===== src/rtl/usb_tx_stuff_encoder.sv =====
// rtl/usb_tx_stuff_encoder.sv - USB transmit bit stuffer and NRZI line encoder with EOP generation
// Optional stuffed-bit counter enabled by defining USB_TX_STUFF_CNT_EN.
module usb_tx_stuff_encoder #(
  parameter int STUFF_LIMIT = 6
) (
  input  logic       clk,
  input  logic       n_rst,
  input  logic       bit_strobe,
  input  logic       tx_valid,
  input  logic [7:0] tx_data,
  output logic       tx_ready,
  input  logic       eop_req,
  output logic       dplus_out,
  output logic       dminus_out,
  output logic       halt,
  output logic       busy,
  output logic       tx_done,
  output logic       underrun,
  output logic [7:0] stuff_count
);

  typedef enum logic [2:0] {
    IDLE      = 3'd0,
    SHIFT     = 3'd1,
    STUFF     = 3'd2,
    EOP_SE0_1 = 3'd3,
    EOP_SE0_2 = 3'd4,
    EOP_J     = 3'd5
  } state_t;

  localparam logic [2:0] LIMIT = 3'(STUFF_LIMIT);

  state_t     state;
  state_t     next_state;
  logic [7:0] hold_data;
  logic       hold_full;
  logic       eop_pending;
  logic [7:0] shift_reg;
  logic [2:0] bit_idx;
  logic [2:0] ones;
  logic       nrzi_j;

  // per-strobe actions decided alongside the next state
  logic       load;
  logic       send_data;
  logic       data_bit;
  logic       send_stuff;
  logic       starve;
  logic       tx_bit;
  logic       line_send;

  assign tx_ready  = !hold_full;
  assign tx_bit    = send_stuff ? 1'b0 : data_bit;
  assign line_send = send_stuff || send_data;

  // state register
  always_ff @(posedge clk or negedge n_rst) begin
    if (!n_rst) begin
      state <= IDLE;
    end else begin
      state <= next_state;
    end
  end

  // next-state and per-strobe action selection; nothing moves without a strobe
  always_comb begin
    next_state = state;
    load       = 1'b0;
    send_data  = 1'b0;
    data_bit   = 1'b0;
    send_stuff = 1'b0;
    starve     = 1'b0;
    if (bit_strobe) begin
      case (state)
        IDLE: begin
          if (hold_full) begin
            load       = 1'b1;
            send_data  = 1'b1;
            data_bit   = hold_data[0];
            next_state = SHIFT;
          end else if (eop_pending) begin
            next_state = EOP_SE0_1;
          end
        end
        SHIFT, STUFF: begin
          // a stuff bit always precedes whatever comes next, including EOP
          if (state == SHIFT && ones == LIMIT) begin
            send_stuff = 1'b1;
            next_state = STUFF;
          end else if (bit_idx != 3'd7) begin
            send_data  = 1'b1;
            data_bit   = shift_reg[bit_idx + 3'd1];
            next_state = SHIFT;
          end else if (hold_full) begin
            load       = 1'b1;
            send_data  = 1'b1;
            data_bit   = hold_data[0];
            next_state = SHIFT;
          end else if (eop_pending) begin
            next_state = EOP_SE0_1;
          end else begin
            starve     = 1'b1;
            next_state = EOP_SE0_1;
          end
        end
        EOP_SE0_1: next_state = EOP_SE0_2;
        EOP_SE0_2: next_state = EOP_J;
        EOP_J:     next_state = IDLE;
        default:   next_state = IDLE;
      endcase
    end
  end

  // status outputs decoded from the current state
  always_comb begin
    halt = (state == STUFF);
    busy = (state != IDLE);
  end

  // holding register and EOP request latch; a new request wins over the clear
  always_ff @(posedge clk or negedge n_rst) begin
    if (!n_rst) begin
      hold_data   <= 8'd0;
      hold_full   <= 1'b0;
      eop_pending <= 1'b0;
    end else begin
      if (load) begin
        hold_full <= 1'b0;
      end else if (tx_valid && tx_ready) begin
        hold_full <= 1'b1;
        hold_data <= tx_data;
      end
      if (eop_req) begin
        eop_pending <= 1'b1;
      end else if (bit_strobe && next_state == EOP_SE0_1 && state != EOP_SE0_1) begin
        eop_pending <= 1'b0;
      end
    end
  end

  // shift register and index of the data bit most recently put on the line
  always_ff @(posedge clk or negedge n_rst) begin
    if (!n_rst) begin
      shift_reg <= 8'd0;
      bit_idx   <= 3'd0;
    end else if (load) begin
      shift_reg <= hold_data;
      bit_idx   <= 3'd0;
    end else if (send_data) begin
      bit_idx <= bit_idx + 3'd1;
    end
  end

  // NRZI encoder, ones run counter and registered line drivers
  always_ff @(posedge clk or negedge n_rst) begin
    if (!n_rst) begin
      nrzi_j     <= 1'b1;
      ones       <= 3'd0;
      dplus_out  <= 1'b1;
      dminus_out <= 1'b0;
    end else if (line_send) begin
      if (tx_bit) begin
        ones       <= ones + 3'd1;
        dplus_out  <= nrzi_j;
        dminus_out <= !nrzi_j;
      end else begin
        ones       <= 3'd0;
        nrzi_j     <= !nrzi_j;
        dplus_out  <= !nrzi_j;
        dminus_out <= nrzi_j;
      end
    end else if (bit_strobe) begin
      case (next_state)
        EOP_SE0_1, EOP_SE0_2: begin
          dplus_out  <= 1'b0;
          dminus_out <= 1'b0;
        end
        EOP_J: begin
          dplus_out  <= 1'b1;
          dminus_out <= 1'b0;
        end
        IDLE: begin
          nrzi_j     <= 1'b1;
          ones       <= 3'd0;
          dplus_out  <= 1'b1;
          dminus_out <= 1'b0;
        end
        default: begin
          dplus_out  <= dplus_out;
          dminus_out <= dminus_out;
        end
      endcase
    end
  end

  // single-cycle completion and starvation pulses
  always_ff @(posedge clk or negedge n_rst) begin
    if (!n_rst) begin
      tx_done  <= 1'b0;
      underrun <= 1'b0;
    end else begin
      tx_done  <= bit_strobe && (state == EOP_J);
      underrun <= starve;
    end
  end

`ifdef USB_TX_STUFF_CNT_EN
  logic [7:0] stuff_cnt;

  // saturating count of inserted stuff bits, cleared only by reset
  always_ff @(posedge clk or negedge n_rst) begin
    if (!n_rst) begin
      stuff_cnt <= 8'd0;
    end else if (send_stuff && stuff_cnt != 8'hFF) begin
      stuff_cnt <= stuff_cnt + 8'd1;
    end
  end

  assign stuff_count = stuff_cnt;
`else
  assign stuff_count = 8'd0;
`endif

endmodule


===== config.mk =====
export PLATFORM = sky130hd
export DESIGN_NAME = usb_tx_stuff_encoder
export DESIGN_NICKNAME = d
export VERILOG_FILES = /design/src/rtl/usb_tx_stuff_encoder.sv
export SDC_FILE = /design/constraint.sdc
export NUM_CORES = 1
export LEC_CHECK = 0
export CAP_MARGIN = 0
export CORE_UTILIZATION = 47
export DETAILED_ROUTE_END_ITERATION = 10
export GPL_ROUTABILITY_DRIVEN = 1
export PLACE_DENSITY = 0.75
export REMOVE_ABC_BUFFERS = 1
export SETUP_SLACK_MARGIN = 0.1
export SYNTH_ARGS = -nofsm -noshare
export SYNTH_HDL_FRONTEND = slang
export SYNTH_SLANG_ARGS = --single-unit

===== constraint.sdc =====
create_clock -name clk -period 2.4 [get_ports clk]
set_clock_uncertainty 0.05 [all_clocks]
set_input_delay 0.24 -clock clk [delete_from_list [all_inputs] [get_ports clk]]
set_output_delay 0.24 -clock clk [all_outputs]
set_load 0.02 [all_outputs]

# [Word-level counts from Yosys, hierarchy flattened]
# Index checks and enable logic that the tools add are counted.
# Widths: inputs -> output; s select.
[totals] output_inout_bits=15 wordCells=107 inputBits=13 register_bits=32
[classes] reduce_logical=26 eq_ne=11 bitwise_logic=1 addsub=2 n_lt_le_gt_ge=1 muxes=54
[ops] op="$mux 1" count=36
[ops] op="$mux 3" count=9
[ops] op="$eq 3x3->1 const B" count=5
[ops] op="$pmux 3 s4" count=1
[ops] op="$reduce_bool 2->1" count=6
[ops] op="$eq 3x2->1 const B" count=3
[ops] op="$pmux 1 s2" count=4
[ops] op="$reduce_and 2->1" count=4
[ops] op="$add 3x1->3 const B" count=2
[ops] op="$logic_not 3->1" count=2
[ops] op="$mux 2" count=3
[ops] op="$reduce_bool 3->1" count=2
[ops] op="$reduce_or 2->1" count=3
[ops] op="$logic_and 1x1->1" count=5
[ops] op="$lt 3x4->1 const B" count=1
[ops] op="$reduce_or 4->1" count=1
[ops] op="$bmux 1 s3" count=1
[ops] op="$eq 3x1->1 const B" count=1
[ops] op="$ne 3x2->1 const B" count=1
[ops] op="$ne 3x3->1 const B" count=1
[ops] op="$logic_not 1->1" count=2
[ops] op="$logic_or 1x1->1" count=1
[ops] op="$not 1->1" count=1

# [Depth between registers and ports, before layout]
# Gate-level depths: netlist of run 1.
[logic_depth] ltp_word=10 ltp_mapped=9 mapped_depth_nobuf=8

# [Worst setup path before layout of run 1]
# No wires, ideal clock.
[synth_path] path_type="register to register" from="reg bit_idx[0]" to="reg dplus_out" setup_time_ns=0.089 stages_incl_launch_ff=10 slack_ns=0.178 required_ns=2.261 t_arrival_ns=2.083 path_cell_list="dfrtp_1 ha_1 ha_1 mux4_1 mux2i_1 or4_1 a21o_1 buf_6 mux2i_1 o211ai_1"
[synth_between] elab_chain_cells=10 word_cells_on_any_way=31 cone_classes="add/sub: 1; eq/ne: 4; mux: 19; reduce/logical: 7"
[synth_lines] element="start, declared" line_no="39" rtl="logic [2:0] bit_idx;"
[synth_lines] element="start signal, assigned" line_no="150" rtl="bit_idx <= bit_idx + 3'd1;"
[synth_lines] element="$add 3x1->3 / $ne 3x3->1 (equally long branches)" line_no="92, 90"
[synth_lines] element="$bmux 1 s3 / $mux 2 (equally long branches)" line_no="92, 90"
[synth_lines] element="$mux 1 (not written as such) / $mux 2 (equally long branches)" line_no="92, 87"
[synth_lines] element="$mux 1 / $pmux 3 s4 (equally long branches)" line_no="90, 74"
[synth_lines] element="$mux 1 / $mux 3 (equally long branches)" line_no="87, 73"
[synth_lines] element="$pmux 1 s2 (tied with other cells)" line_no="74" rtl="case (state)"
[synth_lines] element="$mux 1 (tied with other cells)" line_no="73" rtl="if (bit_strobe) begin"
[synth_lines] element="$mux 1 / $pmux 1 s2 (equally long branches)" line_no="53, 173"
[synth_lines] element="$mux 1, on equally long branches"
[synth_lines] element="$mux 1" line_no="161" rtl="end else if (line_send) begin"
[synth_lines] element="end signal, assigned" line_no="164" rtl="dplus_out <= nrzi_j;"
[synth_lines] element="end signal, assigned" line_no="169" rtl="dplus_out <= !nrzi_j;"
[synth_lines] element="end signal, assigned" line_no="189" rtl="dplus_out <= dplus_out;"
[synth_lines] element="end, declared" line_no="13" rtl="output logic dplus_out,"
# Several ways; a longest one is shown, not always the timed one. The select of a mux whose other input is x is not followed.
# A chain may end at the register's enable or synchronous reset.

# [Worst setup path after layout of run 1]
# Same ends and word-level chain as after synthesis.

==> summary.md, run 1 <==
| Metric | Value |
|---|---|
| Yosys reg bits | 32 |
| Min-Delay Path Class | in -> async |
| Initial antenna violation count | 0 |
| R2r startpoint | bit_idx[0] |
| Comb pwr share | 41.9% |
| Startpoint types | flop |
| Die X | 61.5 microns |
| Max-cap violations | 0 |
| Top FF cell, synth | dfrtp_1 |
| Pre-CTS WS | 0.0736 ns |
| Row count | 21 |
| Number of vias per cell | 5.30 |
| CP delay by family, top | multiplexers |
| WS Path Type | reg -> reg |
| Reg2Reg Depth | 8 |
| Crit. End Element | flop |
| Clock Tree Buf Depth | 2 |
| Iter 0 DRT Violations | 62 |
| CP max-delay cell | or4_4 |
| Synth async-reset ratio | 100% |
| Crit Path Max Fanout | 5 |
| FF-to-FF End | dplus_out |
| Worst-Margin Slew | 0.508 ns |
| EDFF count, synth | 0 |
| Die Ht | 61.5 microns |
| Final setup fails | 0 |
| Mapped Cells | 149 |
| Flop2flop setup slack | 0.21 ns |
| Total Routing Usage GR | 20.3% |
| Part of the cycle the worst path needs | 91.4% |
| Fill cells | 317 |
| Cell Chain, Critical Path | ha_2, ha_4, mux4_1, mux2i_1, or4_4, a21o_4, mux2i_2, o211ai_1 |
| TNS Setup | 0 ns |
| CTS Buf Count | 5 |
| P per Cell Area | 1140 nW/um^2 |
| DRC viols | 0 |
| Internal cell power | 1.52 mW |
| Layout cells sized above 1 | 24.4% |
| Vias in the first global route | 1224 |
| First-pass GRT wire length | 5310 microns |
| CTS Sinks | 32 |
| Post CTS Setup Buffer Count | 0 |
| Final Hold Fails | 0 |
| Most frequent cells in the layout | dfrtp_1 (29), clkdlybuf4s50_1 (19), mux2_2 (15) |
| Die Area | 3780 sq um |
| Clock latency on the worst-skew pair | 0.34 ns |
| Worst Path Buf+Inv | 0 |
| CTS tree | built |
| Worst setup startpoint | bit_idx[0] |
| Drt pass-1 iters | 6 |
| Yosys warnings | 0 |
| Core box area | 3360 sq um |
| Final core occ | 60.8% |
| Total wire length | 3170 microns |
| Global route overflow | 0 |
| Largest net degree at the start of global routing | 33 |
| Multi-input logic area | 810 sq um |
| DR vias | 1197 |
| Mean post-synth cell area | 11.2 sq um |
| Setup repair after global routing missed its margin | true |
| # port buffers | 19 |
| Clk slew on worst S/H paths | 0.11 ns |
| Largest stage delay, worst path | 0.43 ns |
| Hold_buf cts | 0 |
| FMAX | 456 MHz |
| IO Pins | 28 |
| RePlAce Congestion | 0.917 |
| FF+latch area | 805 sq um |
| Drt wl/cell | 14.0 microns |
| Synth unique cells | 43 |
| Most common cell after layout, fill and taps aside | dfrtp_1 |
| Reg power frac | 40.6% |
| Worst EP arrival | 2.40 ns |
| # diodes | 0 |
| Hold_ws | 0.233 ns |
| Setup slack after layout | 0.206 ns |
| Psw | 0.807 mW |
| Post-detail-place hpwl | 2330 microns |
| Slew Viols, Final | 0 |
| Relative slew slack | 65.8% |
| Initial cell density of the core | 49.5% |
| Pleak | 0.888 nW |
| CTS Root Cell | clkbuf_4 |
| VDD IR max | 522 uV |
| H-tree Lvls | 2 |
| Antenna Nets Post-Route | 0 |
| Switch share | 34.8% |
| Outcome | finished clean |
| Fin crit period | 2.19 ns |
| Post-synthesis sequential area ratio | 48.3% |
| WP data required | 2.61 ns |
| Total power | 2.32 mW |
| Post-Syn Area | 1660 sq um |
| Clock share of power | 17.5% |
| Layout area overhead | 22.8% |
| Nets | 196 |
==> final cells by class <==
cell class / instances / share of cell area (%)
Sequential cell: 32 / 39.4
Inverter: 7 / 1.29
Clock buffer: 5 / 1.84
Clock inverter: 3 / 2.08
Multi-Input combinational cell: 104 / 39.6
Timing Repair Buffer: 29 / 13.0
Tap cell: 46 / 2.82
==> worst max-delay path by stage <==
stage | cells after the start | end
3_5_place_dp | 8 | dplus_out
5_1_grt | 8 | dplus_out
2_1_floorplan | 6 | shift_reg[1]
6_report | 8 | dplus_out
3_3_place_gp | 7 | ones[2]
4_1_cts | 8 | dplus_out
==> layer usage <==
layer | part of all wire, % | track usage (%) | up-vias
met5 | 0 | 0 | -
met1 | 42 | 23.7 | 587
met3 | 3.9 | 7.14 | 7
li1 | - | - | 575
met4 | 1.8 | 10.2 | 0
met2 | 52 | 33.3 | 28
==> power by group through the flow <==
stage | registers [mW] | logic [mW] | clock network, mW
after floorplan | 0.923 | 0.609 | 0
after global placement | 0.936 | 0.887 | 0
after detailed placement | 0.952 | 0.923 | 0
after CTS | 0.941 | 0.971 | 0.421
after global routing | 0.973 | 1.08 | 0.450
final | 0.943 | 0.973 | 0.407
==> synthesized netlist by cell type (all sizes together) (2+ instances only) <==
master,count,area (sq um)
o211ai,2,15.0
dfstp,2,52.6
mux2i,4,40.0
nor2,9,33.8
nand3b,3,22.5
nand2,10,37.5
mux4,2,52.6
xor2,2,17.5
nor3,4,20.0
ha,4,50.1
a21o,4,30.0
dfrtp,30,751
clkbuf,2,7.51
nor2b,6,37.5
o21ai,6,30.0
a21oi,2,10.0
buf,12,88.8
mux2,15,169
inv,7,26.3
o22ai,2,12.5
==> cell families (layout without fill, tap and decap cells) <==
| logic type | count (synthesis) | after routing | synth area share [%] |
|---|---|---|---|
| buf+inv | 21 | 44 | 7.37 |
| other cells | 1 | 8 | 0.225 |
| compound gates | 26 | 27 | 11.1 |
| fa+ha+maj | 4 | 4 | 3.01 |
| mux | 21 | 21 | 15.7 |
| xor+xnor | 2 | 2 | 1.05 |
| simple gates | 42 | 42 | 13.3 |
| flops | 32 | 32 | 48.3 |
==> what timing repair did <==
action	in CTS	in global routing
pin swaps	1	1
gates cloned	1	0
gates resized for setup	4	3
setup endpoints to repair	4	4
==> worst reg2reg max path, stage by stage (launching register included) <==
cell,delay [ns]
dfrtp_1,0.40
ha_2,0.20
ha_4,0.22
mux4_1,0.21
mux2i_1,0.07
or4_4,0.43
a21o_4,0.24
mux2i_2,0.18
o211ai_1,0.11
==> through the flow <==
step / area, sq um / cells
after floorplan: 1590 / 142
after global placement: 1920 / 217
after detailed placement: 1920 / 217
after CTS: 2040 / 226
final: 2040 / 226
after global routing: 2040 / 226
Note: power is estimated with default switching activity, not from simulation.
==> run 2: changes to the inputs <==
--- a/config.mk
+++ b/config.mk
@@ -9,6 +9,7 @@
 export CORE_UTILIZATION = 47
 export DETAILED_ROUTE_END_ITERATION = 10
 export GPL_ROUTABILITY_DRIVEN = 1
+export GPL_TIMING_DRIVEN = 0
 export PLACE_DENSITY = 0.75
 export REMOVE_ABC_BUFFERS = 1
 export SETUP_SLACK_MARGIN = 0.1
==> summary.md, run 2 (same netlist as run 1, synthesis figures left out) <==
| Metric | Value |
|---|---|
| Outcome | finished clean (unchanged) |
| DRC viols | 0 (unchanged) |
| Non-filler cells, final | 221 (was 226) |
| Crit. End Element | flop (unchanged) |
| Pleak | 0.882 nW (was 0.888 nW) |
| Final setup fails | 0 (unchanged) |
| Relative slew slack | 49.2% (was 65.8%) |
| Total power | 2.35 mW (was 2.32 mW) |
| Setup repair after global routing missed its margin | true (unchanged) |
| FMAX | 459 MHz (was 456 MHz) |
| CTS tree | built (unchanged) |
| Clk slew on worst S/H paths | 0.10 ns (was 0.11 ns) |
| Clock latency on the worst-skew pair | 0.34 ns (about the same) |
| Initial antenna violation count | 0 (unchanged) |
| Nets | 191 (was 196) |
| WS Path Type | reg -> reg (unchanged) |
| First-pass GRT wire length | 5240 microns (was 5310 microns) |
| Die Area | 3780 sq um (unchanged) |
| CTS Sinks | 32 (unchanged) |
| Fill cells | 326 (was 317) |
| Layout area overhead | 22.0% (was 22.8%) |
| Fin crit period | 2.18 ns (was 2.19 ns) |
| Core box area | 3360 sq um (unchanged) |
| Vias in the first global route | 1159 (was 1224) |
| Iter 0 DRT Violations | 31 (was 62) |
| WP data required | 2.55 ns (was 2.61 ns) |
| Drt wl/cell | 13.8 microns (was 14.0 microns) |
| P per Cell Area | 1160 nW/um^2 (was 1140 nW/um^2) |
| Crit Path Max Fanout | 5 (unchanged) |
| Drt pass-1 iters | 4 (was 6) |
| Fin area | 2030 sq um (was 2040 sq um) |
| Max-cap violations | 0 (unchanged) |
| Antenna Nets Post-Route | 0 (unchanged) |
| Placement Cell Area | 1860 sq um (was 1920 sq um) |
| Min-Delay Path Class | in -> async (unchanged) |
| Global route overflow | 0 (unchanged) |
| Die Ht | 61.5 microns (unchanged) |
| Largest net degree at the start of global routing | 33 (unchanged) |
| Setup slack after layout | 0.221 ns (was 0.206 ns) |
| Part of the cycle the worst path needs | 90.8% (was 91.4%) |
| IO Pins | 28 (unchanged) |
| Final Hold Fails | 0 (unchanged) |
| Post-detail-place hpwl | 2100 microns (was 2330 microns) |
| Worst EP arrival | 2.33 ns (was 2.40 ns) |
| VDD IR max | 558 uV (was 522 uV) |
| Number of vias per cell | 5.41 (was 5.30) |
| Startpoint types | flop (unchanged) |
| Clock Tree Buf Depth | 2 (unchanged) |
| Most frequent cells in the layout | dfrtp_1 (28), clkdlybuf4s50_1 (18), mux2_2 (15) (was dfrtp_1 (29), clkdlybuf4s50_1 (19), mux2_2 (15)) |
| Flop2flop setup slack | 0.22 ns (was 0.21 ns) |
| Placed cell count | 208 (was 217) |
| Total Routing Usage GR | 19.5% (was 20.3%) |
| Die X | 61.5 microns (unchanged) |
| RePlAce Congestion | 0.857 (was 0.917) |
| Hold_ws | 0.423 ns (was 0.233 ns) |
| Layout cells sized above 1 | 22.9% (was 24.4%) |
| CTS Root Cell | clkbuf_4 (unchanged) |
| H-tree Lvls | 2 (unchanged) |
| Most common cell after layout, fill and taps aside | dfrtp_1 (unchanged) |
| CTS Buf Count | 5 (unchanged) |
| # diodes | 0 (unchanged) |
| DR vias | 1195 (was 1197) |
| Slew Viols, Final | 0 (unchanged) |
| Pre-CTS WS | -0.103 ns (was 0.0736 ns) |
| # port buffers | 19 (unchanged) |
| Row count | 21 (unchanged) |
| Worst-Margin Slew | 0.760 ns (was 0.508 ns) |
| Total wire length | 3050 microns (was 3170 microns) |
| Initial cell density of the core | 49.5% (unchanged) |
==> run 2: cell count changes in the layout (fill, tap and decap cells not counted), sizes merged <==
| cell | before | now |
|---|---|---|
| buf | 10 | 5 |
| clkbuf | 5 | 7 |
| clkdlybuf4s50 | 19 | 18 |
| clkinv | 1 | 0 |
| clkinvlp | 1 | 0 |
| dlygate4sd3 | 0 | 1 |
==> run 2: cell type report <==
| cell class | count | area, sq um | share of cell area (%) |
|---|---|---|---|
| Tap cell | 46 | 57.6 | 2.83 |
| Timing Repair Buffer | 24 | 225 | 11.1 |
| Sequential cell | 32 | 806 | 39.7 |
| Inverter | 7 | 26.3 | 1.29 |
| Multi-Input combinational cell | 104 | 821 | 40.4 |
| Clock inverter | 1 | 30.0 | 1.48 |
| Clock buffer | 7 | 65.1 | 3.20 |
==> run 2: timing repair <==
item	in CTS	in global routing
gates resized for setup	4	5
buffers inserted	1	2
endpoints found under the hold margin	0	30
hold buffers	0	1
cloned	0	1
pin swaps	1	2
endpoints found under the setup margin	11	11
==> run 2: metrics by stage <==
| stage | utilization (%) | setup TNS [ns] |
|---|---|---|
| 2_1_floorplan | - | -1.11 |
| 4_1_cts | 58.7 | 0 |
| 5_1_grt | 60.4 | 0 |
| 3_5_place_dp | 55.2 | -0.485 |
| 3_3_place_gp | 54.8 | -9.73 |
| 6_report | 60.4 | 0 |
==> run 2: critical path: stages, from the launching register on <==
cell and delay [ns]:
dfrtp_2 0.42, ha_2 0.20, ha_4 0.22, mux4_1 0.21, mux2i_1 0.07, or4_4 0.44
a21o_4 0.26, nand4_1 0.09, o221ai_1 0.11
==> run 2: worst paths after layout <==
path	startpoint	end	cells past startpoint
worst max-delay path	bit_idx[0]	dminus_out	8
worst min-delay path	n_rst	state[0]	2
worst max register to register	bit_idx[0]	dminus_out	8
worst min register to register	dplus_out	dplus_out	2
max in group asynchronous	n_rst	bit_idx[0]	2
min in group clk	tx_valid	hold_full	3
==> run 2: routing by layer <==
layer / vias to the layer above / share of wire [%] / wire length (microns) / global-route usage (%)
met2: 33 / 52 / 1570 / 32.6
met4: 0 / 1.0 / 31 / 6.67
met3: 2 / 4.7 / 142 / 5.88
met5: - / 0 / 0 / 0
li1: 567 / - / - / -
met1: 593 / 43 / 1300 / 24.0
==> run 2: where the power goes <==
part,total [mW],internal (mW),switching [mW]
registers,0.942,0.769,0.173
logic,0.942,0.507,0.435
clock network,0.462,0.276,0.185
==> run 3: changes to the inputs <==
--- a/config.mk
+++ b/config.mk
@@ -5,7 +5,7 @@
 export SDC_FILE = /design/constraint.sdc
 export NUM_CORES = 1
 export LEC_CHECK = 0
-export CAP_MARGIN = 0
+export CAP_MARGIN = 30
 export CORE_UTILIZATION = 47
 export DETAILED_ROUTE_END_ITERATION = 10
 export GPL_ROUTABILITY_DRIVEN = 1
==> summary.md, run 3 (same netlist as run 1, synthesis figures left out) <==
| Metric | Value |
|---|---|
| Outcome | finished clean (unchanged) |
| Reg power frac | 42.3% (was 40.2%) |
| Die X | 61.5 microns (unchanged) |
| Fin area | 2030 sq um (about the same) |
| Drt pass-1 iters | 4 (unchanged) |
| Fin crit period | 2.22 ns (was 2.18 ns) |
| Core box area | 3360 sq um (unchanged) |
| FMAX | 450 MHz (was 459 MHz) |
| CTS tree | built (unchanged) |
| Crit Path Max Fanout | 4 (was 5) |
| Initial antenna violation count | 0 (unchanged) |
| Die Ht | 61.5 microns (unchanged) |
| Max-cap violations | 0 (unchanged) |
| Total Routing Usage GR | 18.7% (was 19.5%) |
| Placed cell count | 209 (was 208) |
| Min-Delay Path Class | in -> async (unchanged) |
| Clk slew on worst S/H paths | 0.11 ns (was 0.10 ns) |
| Total wire length | 2990 microns (was 3050 microns) |
| Part of the cycle the worst path needs | 92.6% (was 90.8%) |
| Pleak | 0.883 nW (was 0.882 nW) |
| Placement Cell Area | 1880 sq um (was 1860 sq um) |
| # diodes | 0 (unchanged) |
| Total power | 2.22 mW (was 2.35 mW) |
| Worst EP arrival | 2.38 ns (was 2.33 ns) |
| Iter 0 DRT Violations | 61 (was 31) |
| Row count | 21 (unchanged) |
| Startpoint types | flop (unchanged) |
| Layout cells sized above 1 | 22.7% (was 22.9%) |
| Setup repair after global routing missed its margin | true (unchanged) |
| Multi-input logic area | 821 sq um (unchanged) |
| Initial cell density of the core | 49.5% (unchanged) |
| Hold_ws | 0.290 ns (was 0.423 ns) |
| Flop2flop setup slack | 0.18 ns (was 0.22 ns) |
| FF+latch area | 805 sq um (was 806 sq um) |
| CTS Buf Count | 5 (unchanged) |
| H-tree Lvls | 2 (unchanged) |
| DRC viols | 0 (unchanged) |
| Die Area | 3780 sq um (unchanged) |
| Most frequent cells in the layout | dfrtp_1 (29), clkdlybuf4s50_1 (19), mux2_2 (15) (was dfrtp_1 (28), clkdlybuf4s50_1 (18), mux2_2 (15)) |
| Most common cell after layout, fill and taps aside | dfrtp_1 (unchanged) |
| First-pass GRT wire length | 5090 microns (was 5240 microns) |
| WP data required | 2.56 ns (was 2.55 ns) |
| Final core occ | 60.2% (was 60.4%) |
| Largest net degree at the start of global routing | 19 (was 33) |
| CTS Sinks | 32 (unchanged) |
| Global route overflow | 0 (unchanged) |
| Worst setup startpoint | ones[0] (was bit_idx[0]) |
| Final Hold Fails | 0 (unchanged) |
| Psw | 0.795 mW (was 0.793 mW) |
| CP endpoint | bit_idx[2] (was dminus_out) |
| Internal cell power | 1.42 mW (was 1.55 mW) |
| Relative slew slack | 48.5% (was 49.2%) |
| FF-to-FF End | bit_idx[2] (was dminus_out) |
| Slew Viols, Final | 0 (unchanged) |
| Worst-Margin Slew | 0.771 ns (was 0.760 ns) |
| Post-detail-place hpwl | 2170 microns (was 2100 microns) |
| Fill cells | 307 (was 326) |
| Clock Tree Buf Depth | 2 (unchanged) |
| Comb pwr share | 43.0% (was 40.2%) |
| Layout area overhead | 21.7% (was 22.0%) |
| Clock share of power | 14.7% (was 19.7%) |
| P per Cell Area | 1100 nW/um^2 (was 1160 nW/um^2) |
| Reg2Reg Depth | 8 (unchanged) |
| VDD IR max | 548 uV (was 558 uV) |
| Antenna Nets Post-Route | 0 (unchanged) |
| Number of vias per cell | 5.35 (was 5.41) |
| CTS Root Cell | clkbuf_4 (unchanged) |
| Non-filler cells, final | 222 (was 221) |
| Switch share | 35.9% (was 33.8%) |
| WS Path Type | reg -> reg (unchanged) |
| Clock latency on the worst-skew pair | 0.34 ns (about the same) |
| Nets | 192 (was 191) |
| Vias in the first global route | 1130 (was 1159) |
| IO Pins | 28 (unchanged) |
| # port buffers | 19 (unchanged) |
| Drt wl/cell | 13.5 microns (was 13.8 microns) |
| Final setup fails | 0 (unchanged) |
| R2r startpoint | ones[0] (was bit_idx[0]) |
| RePlAce Congestion | 0.857 (unchanged) |
| Hold_buf cts | 0 (unchanged) |
| DR vias | 1188 (was 1195) |
| Crit. End Element | flop (unchanged) |
run 3: changes by cell type in the layout (fill, tap and decap cells not counted), sizes merged:
cell,delta
clkbuf,-1
buf,+1
clkinv,+2
clkdlybuf4s50,+1
bufinv,-1
dlygate4sd3,-1
run 3: worst min-delay path by stage:
stage	from	cells past startpoint	endpoint
4_1_cts	n_rst	1	state[2]
3_5_place_dp	shift_reg[3]	1	shift_reg[3]
3_3_place_gp	hold_data[1]	1	hold_data[1]
6_report	n_rst	1	state[2]
5_1_grt	n_rst	1	ones[2]
2_1_floorplan	n_rst	0	bit_idx[0]
run 3: layer usage:
metal  up-vias  share of wire [%]  track usage (%)
li1        570                  -                -
met1       577                 42             22.5
met2        37                 52             32.1
met3         4                4.9             5.25
met4         0                1.5             6.35
met5         -                  0                0
run 3: layout make-up:
class | count | area share [%]
Tap cell | 46 | 2.84
Timing Repair Buffer | 25 | 12.6
Clock buffer | 6 | 2.53
Sequential cell | 32 | 39.7
Clock inverter | 2 | 0.494
Inverter | 7 | 1.30
Multi-Input combinational cell | 104 | 40.5
run 3: critical path, cell delays in order (launching register included):
cell and delay [ns]:
dfrtp_1 0.43, inv_1 0.07, ha_1 0.22, nand2_1 0.10
a21oi_1 0.28, nor3_1 0.09, o21ai_0 0.53, mux2i_1 0.28
nor2_1 0.06
run 3: repair_timing:
item	CTS	global route
endpoints found under the setup margin	11	8
gates cloned	0	1
pin swaps	1	3
gates resized for setup	4	4
buffers inserted	1	3
run 3: power by group through the flow:
stage	Clock, mW	Combinational, mW	Sequential [mW]
6_report	0.326	0.953	0.939
3_5_place_dp	0	0.843	0.953
2_1_floorplan	0	0.609	0.923
4_1_cts	0.334	0.887	0.935
5_1_grt	0.348	1.06	0.979
3_3_place_gp	0	0.808	0.939
run 3: per-stage QoR:
step / setup TNS (ns) / setup WS (ns)
5_1_grt: 0 / 0.0829
2_1_floorplan: -1.11 / -0.159
3_3_place_gp: -9.73 / -0.911
4_1_cts: 0 / 0.0958
6_report: 0 / 0.178
3_5_place_dp: -0.450 / -0.0952
